===== src/rtl/biriscv_fetch_unit.sv =====
// rtl/biriscv_fetch_unit.sv - instruction fetch unit: icache request sequencing, skid buffer, redirect handling
module biriscv_fetch_unit #(
  parameter logic [31:0] BOOT_VECTOR = 32'h80000000
) (
  input  logic        clk_i,
  input  logic        rst_i,
  input  logic        branch_request_i,
  input  logic [31:0] branch_pc_i,
  input  logic [1:0]  branch_priv_i,
  input  logic        fetch_accept_i,
  input  logic        icache_accept_i,
  input  logic        icache_valid_i,
  input  logic        icache_error_i,
  input  logic        icache_page_fault_i,
  input  logic [63:0] icache_inst_i,
  output logic        fetch_valid_o,
  output logic [63:0] fetch_instr_o,
  output logic [31:0] fetch_pc_o,
  output logic        fetch_fault_fetch_o,
  output logic        fetch_fault_page_o,
  output logic [1:0]  fetch_pred_branch_o,
  output logic        icache_rd_o,
  output logic [31:0] icache_pc_o,
  output logic [1:0]  icache_priv_o
);

  logic [31:3] pc_q;
  logic [1:0]  priv_q;
  logic        outstanding_q;
  logic        drop_q;
  logic        halt_q;
  logic [31:3] req_pc_q;

  logic        skid_valid_q;
  logic [63:0] skid_data_q;
  logic [31:3] skid_pc_q;
  logic        skid_err_q;
  logic        skid_pf_q;

  logic        resp_w;
  logic        resp_fault_w;
  logic        rd_w;
  logic        req_accept_w;
  logic        unused_w;

  // Only the 8-byte aligned part of the redirect target is used.
  assign unused_w = ^branch_pc_i[2:0];

  // A response is live only if we asked for it and it was not cancelled by a redirect.
  assign resp_w       = outstanding_q & icache_valid_i & ~drop_q;
  assign resp_fault_w = resp_w & (icache_error_i | icache_page_fault_i);

  // One request in flight; a new one may overlap the cycle its predecessor returns
  // and is consumed. Nothing past a faulting bundle is requested.
  assign rd_w = ~branch_request_i & ~halt_q & ~skid_valid_q & ~resp_fault_w &
                (~outstanding_q | (icache_valid_i & (drop_q | fetch_accept_i)));
  assign req_accept_w = rd_w & icache_accept_i;

  assign icache_rd_o   = rd_w;
  assign icache_pc_o   = {pc_q, 3'b000};
  assign icache_priv_o = priv_q;

  // Skid contents take precedence; otherwise the icache response goes straight to decode.
  assign fetch_valid_o       = ~branch_request_i & (skid_valid_q | resp_w);
  assign fetch_instr_o       = skid_valid_q ? skid_data_q : icache_inst_i;
  assign fetch_pc_o          = {(skid_valid_q ? skid_pc_q : req_pc_q), 3'b000};
  assign fetch_fault_fetch_o = skid_valid_q ? skid_err_q : icache_error_i;
  assign fetch_fault_page_o  = skid_valid_q ? skid_pf_q  : icache_page_fault_i;
  assign fetch_pred_branch_o = 2'b00;

  // Fetch pointer and privilege: redirect wins, otherwise advance on an accepted request.
  always_ff @(posedge clk_i or posedge rst_i) begin
    if (rst_i) begin
      pc_q     <= BOOT_VECTOR[31:3];
      priv_q   <= 2'b11;
      req_pc_q <= '0;
    end else if (branch_request_i) begin
      pc_q   <= branch_pc_i[31:3];
      priv_q <= branch_priv_i;
    end else if (req_accept_w) begin
      pc_q     <= pc_q + 29'd1;
      req_pc_q <= pc_q;
    end
  end

  // In-flight tracking, stale-response dropping and halt-after-fault.
  always_ff @(posedge clk_i or posedge rst_i) begin
    if (rst_i) begin
      outstanding_q <= 1'b0;
      drop_q        <= 1'b0;
      halt_q        <= 1'b0;
    end else begin
      if (req_accept_w)
        outstanding_q <= 1'b1;
      else if (icache_valid_i)
        outstanding_q <= 1'b0;

      if (branch_request_i)
        drop_q <= outstanding_q & ~icache_valid_i;
      else if (outstanding_q & icache_valid_i)
        drop_q <= 1'b0;

      if (branch_request_i)
        halt_q <= 1'b0;
      else if (resp_fault_w)
        halt_q <= 1'b1;
    end
  end

  // Skid buffer catches a response decode could not take this cycle.
  always_ff @(posedge clk_i or posedge rst_i) begin
    if (rst_i) begin
      skid_valid_q <= 1'b0;
      skid_data_q  <= '0;
      skid_pc_q    <= '0;
      skid_err_q   <= 1'b0;
      skid_pf_q    <= 1'b0;
    end else if (branch_request_i || fetch_accept_i) begin
      skid_valid_q <= 1'b0;
    end else if (resp_w && !skid_valid_q) begin
      skid_valid_q <= 1'b1;
      skid_data_q  <= icache_inst_i;
      skid_pc_q    <= req_pc_q;
      skid_err_q   <= icache_error_i;
      skid_pf_q    <= icache_page_fault_i;
    end
  end

endmodule


===== config.mk =====
export PLATFORM = sky130hd
export DESIGN_NAME = biriscv_fetch_unit
export DESIGN_NICKNAME = d
export VERILOG_FILES = /design/src/rtl/biriscv_fetch_unit.sv
export SDC_FILE = /design/constraint.sdc
export NUM_CORES = 1
export LEC_CHECK = 0
export CORE_UTILIZATION = 47
export DETAILED_ROUTE_END_ITERATION = 6
export HOLD_SLACK_MARGIN = 0.06
export PLACE_DENSITY = 0.8
export SYNTH_ARGS = -nofsm -noshare
export SYNTH_HDL_FRONTEND = slang
export SYNTH_SLANG_ARGS = --single-unit

===== constraint.sdc =====
create_clock -name clk_i -period 6 [get_ports clk_i]
set_input_delay 1.2 -clock clk_i [delete_from_list [all_inputs] [get_ports clk_i]]
set_output_delay 1.2 -clock clk_i [all_outputs]
set_load 0.05 [all_outputs]

* Word level (Yosys, flattened, before mapping)
Index checks and enable logic that the tools add are counted.
Word-level totals: register bits after elaboration 159, input bits 106, output and inout bits 136, word-level logic and storage cells 59
Cells by class: add/subtract/negate cells 1, muxes and demuxes 14, bitwise gates (word level) 23, reductions and logical operators 10
Operator list (count):
- $mux W29 | 3
- $mux W64 | 1
- $add A29 B1 Y29 const B | 1
- $and A1 B1 Y1 | 11
- $mux W1 | 10
- $reduce_bool A2 Y1 | 5
- $not A1 Y1 | 8
- $or A1 B1 Y1 | 4
- $reduce_and A2 Y1 | 2
- $logic_and A1 B1 Y1 | 1
- $logic_not A1 Y1 | 1
- $logic_or A1 B1 Y1 | 1

* Longest topological paths before layout
Gate-level depths: netlist of run 1.
word-level depth 9, depth in mapped cells 10, mapped depth without buffers 6

* Worst setup path before layout of run 1
OpenSTA, ideal clock, no wires.
path type input port to output port, from in branch_request_i, to out icache_rd_o, arrival 3156 ps, required time 4800 ps, setup slack 1644 ps, stages 3, path buffers 2, cells stage by stage clkbuf_1 clkbuf_1 nor4_1
On the way: cells in the longest elaborated chain, start to end 5
RTL lines:
- start, declared | line 7 | input logic branch_request_i,
- $not A1 Y1 (no source line)
- $and A1 B1 Y1 (4 in series) | line 55 | assign rd_w = ~branch_request_i & ~halt_q & ~skid_valid_q & ~resp_fault_w &
- end, declared | line 22 | output logic icache_rd_o,
No other way between the ends.

* Worst setup path in the final report of run 1
from in icache_valid_i, to out icache_rd_o
On the way: cells in the longest elaborated chain, start to end 6, elaborated cells between the ends (all ways) 8, those cells by class bitwise: 8
RTL lines:
- start, declared | line 12 | input logic icache_valid_i,
- $and A1 B1 Y1 (2 in series) | line 50 | assign resp_w = outstanding_q & icache_valid_i & ~drop_q;
- $and A1 B1 Y1 | line 51 | assign resp_fault_w = resp_w & (icache_error_i | icache_page_fault_i);
- $not A1 Y1 | line 55
- $and A1 B1 Y1 | line 55
- $and A1 B1 Y1 (*) | line 55
Every way passes the cells marked *; elsewhere a longest branch is shown, timed or not.

==> impl_summary.md, run 1 <==
Status
The run finished with clean final reports.

Power
The internal power summed over all cells is 2.69 mW. The share of power burned in the clock network is 28.1%. The leakage power total is 4.70 nW.

In this run, flip-flops and latches consume 40.0% of the power. In this run the power spent charging and discharging nets is 1.37 mW. The share of total power consumed by net switching is 33.7%.

The design draws 4.05 mW. The combinational cell fraction of total power is 31.9%. In this run the power density over the cells is 373 nW/um^2. The largest vdd supply drop is 251 uV.

Global routing
The initial antenna violation count came to 0. The first-pass GRT wire length is 30.3 mm. The number of global-route vias before repair is 5878. The overall fraction of global-route tracks in use is 23.2%. The total congestion overflow after global routing is 0. The maximum number of pins on one net before global-route repair is 64.

Clock tree
The post-CTS resize count is 0. CTS saw 159 sinks. The later pin in the worst-skew pair is clocked with a latency of 0.43 ns. After clock tree synthesis, the clock-pin slew on the worst setup and hold paths is 0.06 ns. The clock tree buffer depth is 2.

TritonCTS built the clock tree. The root buffer cell is clkbuf_16. The post-CTS setup-driven buffer insertion count is 0. In this run, post-CTS hold repair placed 0 buffers. The H-tree generated during clock tree synthesis spans 4 levels. Counting the buffers created by CTS gives 17.

Setup path
The largest fanout of any net on the critical path is 5. The longest individual stage delay on the worst path is 0.75 ns. The element type at the critical path start is a primary input. The cell seen most often among critical-path stages is clkdlybuf4s50_1.

The critical path goes through clkdlybuf4s50_1, nand2_1, o31ai_2, nor4_1, clkdlybuf4s50_1. STA puts the critical path data arrival time at 3.16 ns. The setup check on the worst reg-to-reg path leaves a slack of 2.95 ns. The slowest stage of the critical path is the clkdlybuf4s50_1 cell.

The category of the worst setup path capture point is an output pin. The endpoint required time on the critical path is 4.80 ns. The kind of critical path is in -> out.

STA
The final worst setup slack is 1.64 ns. The minimum clock period is 4.36 ns. Setup violations remaining at the end of the flow were counted as 0. The count of final max-slew check failures is 0.

The final hold violation count came to 0. Between clock sinks in the finished design, the worst skew comes to 0.00871 ns. At the pin with the least slew margin, the transition time is 1.14 ns. The setup TNS is 0 ns. The worst pin sits at a relative slew slack of 23.5%. The post-route fraction of the period consumed by the critical path is 72.7%. Setup repair after global routing left no endpoint under its margin. Final hold analysis gives a worst-case slack of 0.495 ns. For this run, the top clock speed supported by timing is 0.229 GHz.

Floorplan
The die is 131 um wide. In this run the vertical extent of the chip is 131 um. The cell row count is 46. In this run the count of I/O pins placed on the die edge is 242. The floorplan step defined a die boundary enclosing 17100 sq um.

The starting utilization of the core area is 48.6%. After floorplanning, the core was sized to cover 16100 sq um.

Synth
Yosys printed 0 warnings. In this run the cell area of the synthesized design comes to 7810 sq um. After synthesis, the netlist uses 45 different library cells. After synthesis, the largest area contributor takes up 50.0% of total cell area. For this run, the register share of the synthesized area comes to 51.0%. In this run the mean area of a mapped cell was 11.9 sq um. The largest area contributor in the netlist is dfrtp_1. The leading cell type by number of instances after synthesis is mux2_2. In the post-synthesis netlist, the biggest area contributors are dfrtp_1, mux2_2, nand2_1. The cell count after synthesis is 656. The flip-flop and latch count after synthesis is 159. In this run, synthesis inferred 0 flip-flops with an integrated enable.

The most used flip-flop cell after synthesis is dfrtp_1. The commonest cells after synthesis are mux2_2, dfrtp_1, nand2_1. In the synthesized netlist the async set-or-reset flop fraction comes to 100%.

Layout
The post-synthesis to final-layout area growth is 39.0%. Registers take 3990 sq um. The number of nets in the layout is 979. The area of the multi-input gates is 3580 sq um. 0 antenna diodes ended up in the layout. Cells with a size suffix above 1 make up 27.8% of the layout. After filler insertion, the fill cell instance count of the layout stands at 1204.

Detailed routing
The routed layout has 5893 vias. The first routing iteration left 378 violations. Using the TritonRoute via totals, the vias-per-cell ratio works out to 5.36. For this block, the routed nets add up to 19.5 mm of wire. After detailed routing, the average wire length per cell comes to 17.7 um. The count of unresolved DRC violations after routing is 0. Once detail routing completed, the nets flagged for antenna violations numbered 0. The first TritonRoute pass finished after 5 iterations.

Place
The total of buffers placed on input and output ports is 230. The final weighted congestion in routability-driven placement is 0.806. The post-DP HPWL is 12.9 mm. The pre-CTS setup slack is 1.63 ns.

Flow run
The max-capacitance violation count is 0.

Hold path
The type of the most critical hold path is reg -> reg.
[power groups by stage]
stage                     combinational (mW)  sequential (mW)  clock [mW]
after floorplan                        0.859             1.66           0
after global placement                  1.28             1.61           0
after detailed placement                1.30             1.64           0
after CTS                               1.31             1.62        1.16
after global routing                    1.38             1.67        1.21
final                                   1.29             1.62        1.14
[sequential cells by signal, indices dropped and copies added, names as in the netlist]
name           cells
skid_valid_q       1
icache_priv_o      2
skid_data_q       64
outstanding_q      1
skid_err_q         1
pc_q              29
skid_pc_q         29
drop_q             1
req_pc_q          29
halt_q             1
skid_pf_q          1
[routing by layer]
layer  global-route usage [%]  vias to the layer above  wire [um]
li1                         -                     2786          -
met1                     28.0                     2873       8210
met2                     38.2                      213       9100
met3                     8.71                       21       1910
met4                     7.57                        0        250
met5                        0                        -          0
[cell usage in the layout (no fill, tap or decap), types with 2 or more instances in the layout]
| cell type | netlist | routed |
|---|---|---|
| a21o_1 | 12 | 12 |
| a21oi_1 | 7 | 7 |
| a221o_1 | 15 | 15 |
| a22oi_1 | 5 | 5 |
| and3_1 | 3 | 3 |
| buf_4 | 10 | 7 |
| bufinv_16 | 0 | 4 |
| clkbuf_16 | 0 | 17 |
| clkdlybuf4s50_1 | 0 | 230 |
| clkinvlp_4 | 0 | 5 |
| conb_1 | 1 | 8 |
| dfrtp_1 | 156 | 155 |
| dfstp_2 | 3 | 3 |
| inv_1 | 11 | 10 |
| inv_6 | 0 | 3 |
| mux2_2 | 192 | 192 |
| nand2_1 | 98 | 98 |
| nand3_1 | 15 | 14 |
| nand3_2 | 3 | 3 |
| nand4_1 | 7 | 7 |
| nor2_1 | 14 | 14 |
| nor3_1 | 12 | 12 |
| nor4_1 | 5 | 5 |
| o211ai_1 | 4 | 4 |
| o21ai_0 | 13 | 13 |
| o21bai_1 | 4 | 4 |
| o311ai_0 | 2 | 2 |
| o31a_1 | 2 | 2 |
| or3_1 | 4 | 4 |
| or4_1 | 5 | 5 |
[metrics by stage]
stage | instance area (sq um) | std cells | utilization [%]
2_1_floorplan | 7840 | 663 | -
3_3_place_gp | 10200 | 1069 | 63.8
3_5_place_dp | 10200 | 1069 | 63.8
4_1_cts | 10900 | 1100 | 67.6
5_1_grt | 10900 | 1100 | 67.6
6_report | 10900 | 1100 | 67.6
[logic make-up (layout without fill, tap and decap cells)]
logic type | Yosys count | in the layout | share of synthesized area, %
other | 1 | 8 | 0.0480
flip-flops | 159 | 159 | 51.0
adder cells (fa/ha/maj) | 1 | 1 | 0.160
buffers and inverters | 58 | 279 | 3.68
multiplexers | 193 | 193 | 27.8
AND/OR/NAND/NOR | 173 | 173 | 10.4
AO/OA/AOI/OAI | 71 | 71 | 6.91
[worst max-delay path, delay by kind of cell]
kind	cells	cell delay, ns
AOI/OAI and AO/OA	1	0.43
and+or+nand+nor	2	0.23
buffers and inverters	2	1.31
[final cells by class]
cell class / count / area share, %
Clock buffer: 18 / 3.95
Clock inverter: 13 / 1.74
Inverter: 11 / 0.426
Multi-Input combinational cell: 446 / 33.0
Sequential cell: 159 / 36.7
Tap cell: 216 / 2.49
Timing Repair Buffer: 237 / 21.7
[path summary, 6_finish.rpt]
kind	cells after the start	to	start
max in group asynchronous	3	skid_data_q[18]	rst_i
worst min-delay path	2	req_pc_q[29]	req_pc_q[29]
worst max-delay path	5	icache_rd_o	icache_valid_i
worst max register to register	4	skid_data_q[46]	skid_valid_q
worst min register to register	2	req_pc_q[29]	req_pc_q[29]
min in group asynchronous	2	skid_data_q[56]	rst_i
No activity file was read; power rests on OpenSTA's default activity.
==> inputs of run 2 (changes only) <==
Settings changed: CORE_UTILIZATION 47 to 43, PLACE_DENSITY 0.8 to 0.78.
Clock period 6 ns to 3.6 ns, I/O delays scaled along.
==> impl_summary.md, run 2 (synthesis results as in run 1) <==
Power
The share of power burned in the clock network is 26.0%. The analysis attributes to cell leakage a power of 4.76 nW. The net switching power figure is 2.32 mW. The design draws 6.59 mW. Net switching is 35.2% of the power.

IR analysis of the VDD net gives a maximum drop of 383 uV. The internal power summed over all cells is 4.27 mW. The combinational cell fraction of total power is 33.1%. The proportion of power drawn by flip-flops and latches is 40.9%.

Dividing total power by cell area gives a power density of 601 nW/um^2.

Detailed routing
The count of nets left with antenna violations once routing finished came out at 0. In the routed design, unresolved DRC markers number 0. The number of DRC markers after the initial detailed-route iteration is 236. The final route contains 5961 vias. For this run, the detailed router's first-pass iteration total came to 4.

Summed over all layers, the routed wires come to 20.0 mm. Dividing the detail-routed via count by the number of cells gives 5.33. After detailed routing, the average wire length per cell comes to 17.9 um.

Clock tree
For the worst-skew pair, the clock arrives at the later sink with an insertion delay of 0.42 ns. The count of clock tree sinks is 159. The CTS tree is built.

For this design, the CTS-stage hold fixing added 0 buffers. The post-CTS setup-driven buffer insertion count is 0. The post-CTS resize count is 0. Clock-pin slew was measured on the worst setup and hold paths at 0.07 ns. Clock tree synthesis inserted a total of 17 buffers. The maximum level of the CTS H-tree is 4. The tree is rooted in a clkbuf_16. The clock tree buffer depth is 2.

STA
The tightest hold path in the finished design has a slack of 0.494 ns. The minimum clock period is 3.35 ns. In this run the tightest slew margin relative to its limit is 33.7%. Timing would allow up to 0.298 GHz. Setup repair after global routing left no endpoint under its margin. The setup TNS is 0 ns. For the pin with the worst max-slew slack, the measured transition is 0.993 ns. The final critical path takes up 93.1% of the cycle. The clock tree skew after final layout is 0.00835 ns. The number of endpoints failing setup at the final stage is 0. The final hold violation count came to 0. The count of final max-slew check failures is 0.

Layout
With fillers left out, the area of the finished cells amounts to 11000 sq um. Of the cells placed in the final design, the portion with a size suffix greater than 1 is 29.0%. skid_data_q holds more flip-flops than any other register. The number of nets in the layout is 988. The flip-flop count of the largest register, all copies and words added is 64.

The leading cell type in the layout, fill and taps excluded is clkdlybuf4s50_1. The area growth from synthesis to layout is 40.5%. The antenna cell count is 0. The library cells used most frequently in the layout, excluding fill and tap cells, are clkdlybuf4s50_1, mux2_2, dfrtp_1, nand2_1, clkbuf_16.

The number of cells in the finished layout apart from fillers is 1119.

Place
Port buffering added 230 buffers. After detailed placement, the design holds a cell count of 1087. Detailed placement ended at an HPWL of 13.7 mm.

In this run the cell area measured after placement is 10400 sq um. The final weighted congestion in routability-driven placement is 0.809.

Floorplan
Once the floorplan was initialized, standard cells occupied 44.5% of the core. The die extent in y is 137 um. The floorplan step defined a core boundary enclosing 17500 sq um. The die covers 18700 sq um.

The initialized floorplan defines 48 standard-cell rows. Measured along the x axis, the die boundary spans 137 um. The count of boundary I/O pins is 242.

Setup path
By startpoint and endpoint, the worst setup path is classified as reg -> out. The element type at the critical path start is a register. The reg-to-reg critical path endpoint is pc_q[26]. Along the worst path, the maximum fanout reaches 37. The endpoint required time on the critical path is 2.88 ns. The largest single stage delay on the critical path is 0.77 ns. The register-to-register path setup slack is 1.19 ns. At the worst endpoint, the arrival time is 2.63 ns. The worst flop-to-flop path startpoint is skid_valid_q.

Among all stages on the critical path, the largest delay is contributed by dfrtp_4. The critical path ends at fetch_instr_o[22]. The depth of the worst register-to-register path is 6. Tracing the worst setup path back leads to its startpoint at skid_valid_q. The category of the worst setup path capture point is an output pin. Walking the worst path, the cells encountered are buf_4, mux2_2, clkdlybuf4s50_1.

Status
The flow ran to the end, and the final reports show no timing, DRC or antenna violations.

Global routing
The first global-routing pass estimated 31.5 mm of wire. The number of global-route vias before repair is 5985. The overall fraction of global-route tracks in use is 22.0%.

The initial antenna violation count is 0. For this run the aggregate overflow at the end of global routing stands at 0. Entering global routing, the biggest net connects 47 pins.

Hold path
The type of the most critical hold path is reg -> reg.

Flow run
The max-capacitance violation count is 0.
-- run 2: cell types whose count changed in the layout (fill, tap and decap cells not counted), sizes merged --
cell / change
buf: +11
bufinv: -4
clkbuf: +1
clkdlybuf4s50: -2
clkinv: +4
clkinvlp: -1
inv: +1
-- run 2: layout make-up --
| class | instances | area [sq um] |
|---|---|---|
| Clock buffer | 19 | 453 |
| Clock inverter | 13 | 108 |
| Fill cell | 1425 | 6560 |
| Inverter | 11 | 45.0 |
| Multi-Input combinational cell | 446 | 3580 |
| Sequential cell | 159 | 3990 |
| Tap cell | 225 | 282 |
| Timing Repair Buffer | 246 | 2520 |
-- run 2: worst min path at each step --
stage | start | slack, ns | cells after the start | end
5_1_grt | skid_pc_q[30] | 0.51 | 1 | skid_pc_q[30]
2_1_floorplan | req_pc_q[29] | 0.46 | 2 | req_pc_q[29]
4_1_cts | req_pc_q[5] | 0.50 | 2 | req_pc_q[5]
3_5_place_dp | req_pc_q[5] | 0.49 | 2 | req_pc_q[5]
3_3_place_gp | req_pc_q[11] | 0.48 | 2 | req_pc_q[11]
6_report | req_pc_q[5] | 0.49 | 2 | req_pc_q[5]
-- run 2: power by group through the flow --
| stage | Combinational, mW | Clock, mW | Sequential (mW) |
|---|---|---|---|
| after floorplan | 1.43 | 0 | 2.78 |
| after global placement | 2.16 | 0 | 2.68 |
| after detailed placement | 2.19 | 0 | 2.72 |
| after CTS | 2.20 | 1.76 | 2.69 |
| after global routing | 2.32 | 1.82 | 2.78 |
| final | 2.18 | 1.71 | 2.70 |
-- run 2: critical path: cells and delay by family (launching register included) --
kind	cells	cell delay (ns)
multiplexers	1	0.35
buffers and inverters	2	1.05
flip-flops	1	0.77
-- run 2: through the flow --
step	worst slack, ns	utilization, %
final	0.249	62.6
after floorplan	0.204	-
after CTS	0.191	62.6
after detailed placement	0.525	59.4
after global routing	0.114	62.6
after global placement	0.596	59.4
-- run 2: metal layers --
metal  GRT usage, %  vias up  wire (um)
li1               -     2788          -
met2           36.9      234       9500
met3           9.04       18       2170
met5              0        -          0
met4           4.88        0        150
met1           26.3     2921       8230
